<file path="src/rtl/ncl_alu_driver.sv">
`default_nettype none
// ============================================================================
// Module   : ncl_alu_driver
// Purpose  : Boundary between the synchronous domain and the NCL ALU datapath.
//            Encodes single-rail operands/opcode as a dual-rail DATA wavefront,
//            waits for result completion, returns the rails to NULL, waits for
//            NULL completion, then hands the decoded result back over a
//            valid/ready handshake.
//            Dual-rail pair: bit[1] = true rail, bit[0] = false rail.
//            00 = NULL, 01 = DATA0, 10 = DATA1, 11 = illegal.
// Ports    : clk, rst_n (sync, active-low)
//            in_valid/in_ready, in_a, in_b, in_op   - operand request
//            dr_a, dr_b, dr_sel0, dr_sel1           - dual-rail to NCL ALU
//            dr_res, dr_ovf                         - dual-rail from NCL ALU
//            out_valid/out_ready, out_res, out_ovf, out_err - result response
// Revision : 1.0 - initial release
// ============================================================================
module ncl_alu_driver #(
    parameter int WIDTH   = 4,
    parameter int TIMEOUT = 255
) (
    input  logic               clk,
    input  logic               rst_n,
    input  logic               in_valid,
    output logic               in_ready,
    input  logic [WIDTH-1:0]   in_a,
    input  logic [WIDTH-1:0]   in_b,
    input  logic [1:0]         in_op,
    output logic [2*WIDTH-1:0] dr_a,
    output logic [2*WIDTH-1:0] dr_b,
    output logic [1:0]         dr_sel0,
    output logic [1:0]         dr_sel1,
    input  logic [2*WIDTH-1:0] dr_res,
    input  logic [1:0]         dr_ovf,
    output logic               out_valid,
    input  logic               out_ready,
    output logic [WIDTH-1:0]   out_res,
    output logic               out_ovf,
    output logic               out_err
);

    localparam int         NPAIR       = WIDTH + 1;   // result pairs + overflow pair
    localparam int         SW          = 2 * NPAIR;
    localparam logic [7:0] TIMEOUT_CNT = 8'(TIMEOUT);

    typedef enum logic [1:0] {
        IDLE   = 2'd0,
        WAIT_D = 2'd1,
        WAIT_N = 2'd2,
        RESP   = 2'd3
    } state_t;

    state_t           state;
    state_t           state_nxt;

    // Two-stage sampler of the asynchronous return rails; layout {ovf, res}.
    logic [SW-1:0]    s1;
    logic [SW-1:0]    s2;
    logic [7:0]       cnt;

    logic             all_data;
    logic             all_null;
    logic             any_illegal;
    logic             stable;
    logic             data_done;
    logic             null_done;
    logic             timed_out;
    logic [WIDTH-1:0] res_dec;
    logic             ovf_dec;

    logic             accept;
    logic             capture;
    logic             to_data;
    logic             to_null;

    function automatic logic [2*WIDTH-1:0] enc(input logic [WIDTH-1:0] v);
        logic [2*WIDTH-1:0] e;
        for (int i = 0; i < WIDTH; i++) begin
            e[2*i +: 2] = v[i] ? 2'b10 : 2'b01;
        end
        return e;
    endfunction

    // Completion detection on the second sampling stage.
    always_comb begin
        all_data    = 1'b1;
        all_null    = 1'b1;
        any_illegal = 1'b0;
        for (int i = 0; i < NPAIR; i++) begin
            if (s2[2*i +: 2] == 2'b00) begin
                all_data = 1'b0;
            end else begin
                all_null = 1'b0;
            end
            if (s2[2*i +: 2] == 2'b11) begin
                any_illegal = 1'b1;
            end
        end
    end

    assign stable    = (s2 == s1);
    assign data_done = stable && all_data;
    assign null_done = stable && all_null;
    assign timed_out = (cnt == TIMEOUT_CNT);

    // An illegal 11 pair decodes to 0 (true rail masked by false rail).
    for (genvar i = 0; i < WIDTH; i++) begin : g_decode
        assign res_dec[i] = s2[2*i+1] & ~s2[2*i];
    end
    assign ovf_dec = s2[SW-1] & ~s2[SW-2];

    // ---------------------------------------------------------------- FSM
    always_ff @(posedge clk) begin
        if (!rst_n) begin
            state <= IDLE;
        end else begin
            state <= state_nxt;
        end
    end

    always_comb begin
        state_nxt = state;
        in_ready  = 1'b0;
        out_valid = 1'b0;
        accept    = 1'b0;
        capture   = 1'b0;
        to_data   = 1'b0;
        to_null   = 1'b0;
        case (state)
            IDLE: begin
                in_ready = rst_n;
                if (in_valid && rst_n) begin
                    accept    = 1'b1;
                    state_nxt = WAIT_D;
                end
            end
            WAIT_D: begin
                // Completion has priority over a coincident timeout.
                if (data_done) begin
                    capture   = 1'b1;
                    state_nxt = WAIT_N;
                end else if (timed_out) begin
                    to_data   = 1'b1;
                    state_nxt = WAIT_N;
                end
            end
            WAIT_N: begin
                if (null_done) begin
                    state_nxt = RESP;
                end else if (timed_out) begin
                    to_null   = 1'b1;
                    state_nxt = RESP;
                end
            end
            RESP: begin
                out_valid = 1'b1;
                if (out_ready) begin
                    state_nxt = IDLE;
                end
            end
            default: state_nxt = IDLE;
        endcase
    end

    // ------------------------------------------------------------ Datapath
    always_ff @(posedge clk) begin
        if (!rst_n) begin
            s1      <= '0;
            s2      <= '0;
            cnt     <= '0;
            dr_a    <= '0;
            dr_b    <= '0;
            dr_sel0 <= '0;
            dr_sel1 <= '0;
            out_res <= '0;
            out_ovf <= 1'b0;
            out_err <= 1'b0;
        end else begin
            s1 <= {dr_ovf, dr_res};
            s2 <= s1;

            // Counter restarts on every state change, so it always measures
            // time spent in the current wait state.
            cnt <= (state_nxt != state) ? 8'd0 : cnt + 8'd1;

            if (accept) begin
                dr_a    <= enc(in_a);
                dr_b    <= enc(in_b);
                dr_sel0 <= in_op[0] ? 2'b10 : 2'b01;
                dr_sel1 <= in_op[1] ? 2'b10 : 2'b01;
                out_err <= 1'b0;
            end

            if (capture || to_data) begin
                dr_a    <= '0;
                dr_b    <= '0;
                dr_sel0 <= '0;
                dr_sel1 <= '0;
            end

            if (capture) begin
                out_res <= res_dec;
                out_ovf <= ovf_dec;
                out_err <= any_illegal;
            end

            if (to_data) begin
                out_res <= '0;
                out_ovf <= 1'b0;
                out_err <= 1'b1;
            end

            if (to_null) begin
                out_err <= 1'b1;
            end
        end
    end

endmodule
`default_nettype wire
</file>
<file path="config.mk">
export PLATFORM = sky130hd
export DESIGN_NAME = ncl_alu_driver
export DESIGN_NICKNAME = d
export VERILOG_FILES = /design/src/rtl/ncl_alu_driver.sv
export SDC_FILE = /design/constraint.sdc
export NUM_CORES = 1
export LEC_CHECK = 0
export ABC_AREA = 0
export BUFFER_PORTS_ARGS = -buffer_cell sky130_fd_sc_hd__buf_2
export CORE_ASPECT_RATIO = 1.1
export CORE_MARGIN = 2
export CORE_UTILIZATION = 55
export DETAILED_ROUTE_END_ITERATION = 7
export PLACE_DENSITY = 0.81
export SETUP_SLACK_MARGIN = 0.4
export SLEW_MARGIN = 0
export SYNTH_ARGS = -nofsm -noshare
export SYNTH_HDL_FRONTEND = slang
export SYNTH_SLANG_ARGS = --single-unit
</file>
<file path="constraint.sdc">
create_clock -name clk -period 5.3 [get_ports clk]
set_input_delay 0 -clock clk [delete_from_list [all_inputs] [get_ports clk]]
set_output_delay 0 -clock clk [all_outputs]
set_load 0.005 [all_outputs]
</file>
==> impl_metrics.yaml <==
run_status:
  outcome: "finished clean"
pwr:
  total_power_mw: 0.812
  clkPwrFrac: 0.270
  power_frac_comb: 0.148
  switching_share: 0.253
  ir_drop_mv: 0.167
  p_leak_nw: 1.20
  p_switching_mw: 0.205
  pwr-share-seq: 0.582
  p_per_area_mw_per_mm2: 284
  intPower_mw: 0.607
timing:
  finalClockSkew_ns: 0.00506
  max_freq_ghz: 0.479
  setup_viol: 0
  final.setup.tns_ns: 0
  finalWorstSetupSlack_ns: 3.21
  max_slew_margin: 0.510
  rsz0062_at_grt: "no"
  final.min_clock_period_ns: 2.09
  drv_slew: 0
  finalCritPeriodShare: 0.394
  hold_viol: 0
  worst_pin_slew_ns: 0.736
global_routing:
  antenna_found_initial: 0
  grt_pass1_vias: 1771
  grt_start_max_net_pins: 29
  grtUsageTotal: 0.200
  gr-total-overflow: 0
  grt_pass1_wl_um: 7470
worst_hold_path:
  hold_path_class: "in2reg"
  min_path_cells: 4
  hold_start: "out_ready"
  whs_endpoint: "state[1]"
clocking:
  cts_tree: "built"
  clkTransAtPathRegs_ns: 0.09
  clock_sinks: 56
  clk_latency_ns: 0.30
  htree_levels: 2
  cts_buffer_depth: 2
  numCtsBuffers: 5
  cts-root-buf: "clkbuf_8"
  postCtsSetupRepairBufs: 0
route:
  dr.pass1.iters: 4
  route.detailed.drc: 0
  post_drt_wl_per_cell_um: 12.4
  viasPerCell: 5.27
  antenna_left: 0
  vias: 1887
  wl_um: 4440
  drt_iter0_markers: 109
synth:
  syn_inst: 239
  yosys.area.top_type_share: 0.481
  synth.distinct_cells: 47
  ys_seq_elements: 56
  syn_avg_cell_area_um2: 9.75
  synth_area_mm2: 0.00233
  yosysWarningCount: 0
  synth_fp_nets: 264
  ys_seq_area_frac: 0.481
  synth_area_leaders: "dfxtp_1 48%, and2_1 5.6%, nand2_1 4.2%"
  synth_top_cell_by_area: "dfxtp_1"
die:
  rows: 24
  io_pins: 52
  initial_core_util: 0.579
  dieArea_mm2: 0.00478
  fp.dieW_um: 66.1
  die_h_um: 72.3
  core-area_mm2: 0.00402
place:
  gp_congestion: 0.771
  portBuffers: 51
  dp_hpwl_um: 3070
  dp.cells: 330
  post-place-ws_ns: 3.21
worst_setup_path:
  rrSetupSlack_ns: 3.21
  worstPathRequired_ns: 5.46
  startpoint_type: "flop"
  reg2reg_depth: 5
  crit_arrival_ns: 2.25
  cp_max_fo: 28
  crit_type: "reg2reg"
  reg2reg_to: "cnt[7]"
  r2r_start: "s2[8]"
  worstSetupEndpointType: "flop"
cells_and_area:
  final_common_cell: "dfxtp_1"
  drive_gt1_frac: 0.245
  final_core_util: 0.710
  mostFrequentLayoutCells: "56 x dfxtp_1, 51 x buf_2, 26 x nand2_1"
  nNetsFinal: 330
  stdcell_count: 358
  diodes: 0
  area_growth_pct: 22.5
run:
  maxCapViolations: 0
registers in the layout, summed over array words and instances (netlist names):
register and flops:
cnt 8, dr_a 8, dr_b 8, dr_sel0 2, dr_sel1 2, out_err 1, out_ovf 1, out_res 4
s1 10, s2 10, state 2
area by class of cell:
| type | instances | area [um2] |
|---|---|---|
| Fill cell | 304 | 1170 |
| Sequential cell | 56 | 1120 |
| Multi-Input combinational cell | 169 | 1120 |
| Clock buffer | 7 | 76.3 |
| Tap cell | 52 | 65.1 |
| Inverter | 2 | 7.51 |
| Clock inverter | 1 | 8.76 |
| Timing Repair Buffer | 71 | 455 |
worst max-delay path, cell delays in order, from the launching register on:
cell and delay, ns:
dfxtp_1 0.41, xor2_1 0.15, nor4_1 0.40, nand4_2 0.18, a31oi_4 0.66, nor4_1 0.14
cell families (layout without fill, tap and decap cells):
logic type | Yosys count | in the layout | share of synthesized area
adders and majority gates | 1 | 1 | 0.00537
and+or+nand+nor | 104 | 104 | 0.274
xor gates and xnor gates | 16 | 16 | 0.0666
buffers and inverters | 14 | 81 | 0.0381
DFF | 56 | 56 | 0.481
AOI/OAI and AO/OA | 48 | 48 | 0.135
worst max-delay path by stage:
stage                     startpoint  slack, ns  depth (start not counted)  endpoint
after floorplan                s2[7]       3.59                          5    cnt[2]
after global placement         s2[8]       3.25                          5    cnt[2]
after detailed placement       s2[8]       3.21                          5    cnt[7]
after CTS                      s2[8]       3.21                          5    cnt[7]
after global routing        state[0]       2.99                          4    cnt[5]
final                          s2[8]       3.21                          5    cnt[7]
cells in the mapped netlist (all sizes together):
master,instances
a222oi,1
inv,2
dfxtp,56
a21oi,16
o22ai,3
a211oi,1
nor3,2
nand3,6
and3,5
xnor2,4
a31oi,2
and2,22
ha,1
o211ai,2
or2b,1
nor4,14
xor2,12
nand2,26
clkbuf,8
nor3b,1
nor2b,1
o21a,1
buf,4
a311oi,2
nand4b,5
nand2b,2
nor2,15
o21ai,17
and4,2
o31ai,2
nand4,2
a22oi,1
metal layers:
layer,vias to the layer above,GRT usage,part of all wire
li1,976,-,-
met1,851,0.236,0.44
met2,54,0.360,0.49
met3,6,0.0527,0.059
met4,0,0.0476,0.010
met5,-,0,0
what timing repair did:
item	4_1_cts	5_1_grt
hold endpoints to repair	30	0
hold buffers	20	0
resized for setup	0	0
endpoints found under the setup margin	0	0
stage by stage:
step	hold WS, ns	cell area [um2]
floorplan	0.127	2330
global placement	0.206	2570
detailed placement	0.208	2570
CTS	0.0115	2860
global route	0.0219	2860
finish	0.0201	2860
power by group through the flow:
stage	logic (mW)	clock network, mW	registers [mW]
global placement	0.106	0	0.481
CTS	0.120	0.229	0.473
detailed placement	0.108	0	0.483
floorplan	0.0735	0	0.481
finish	0.120	0.219	0.473
global route	0.135	0.244	0.478
Power figures use the tool's default switching activity.
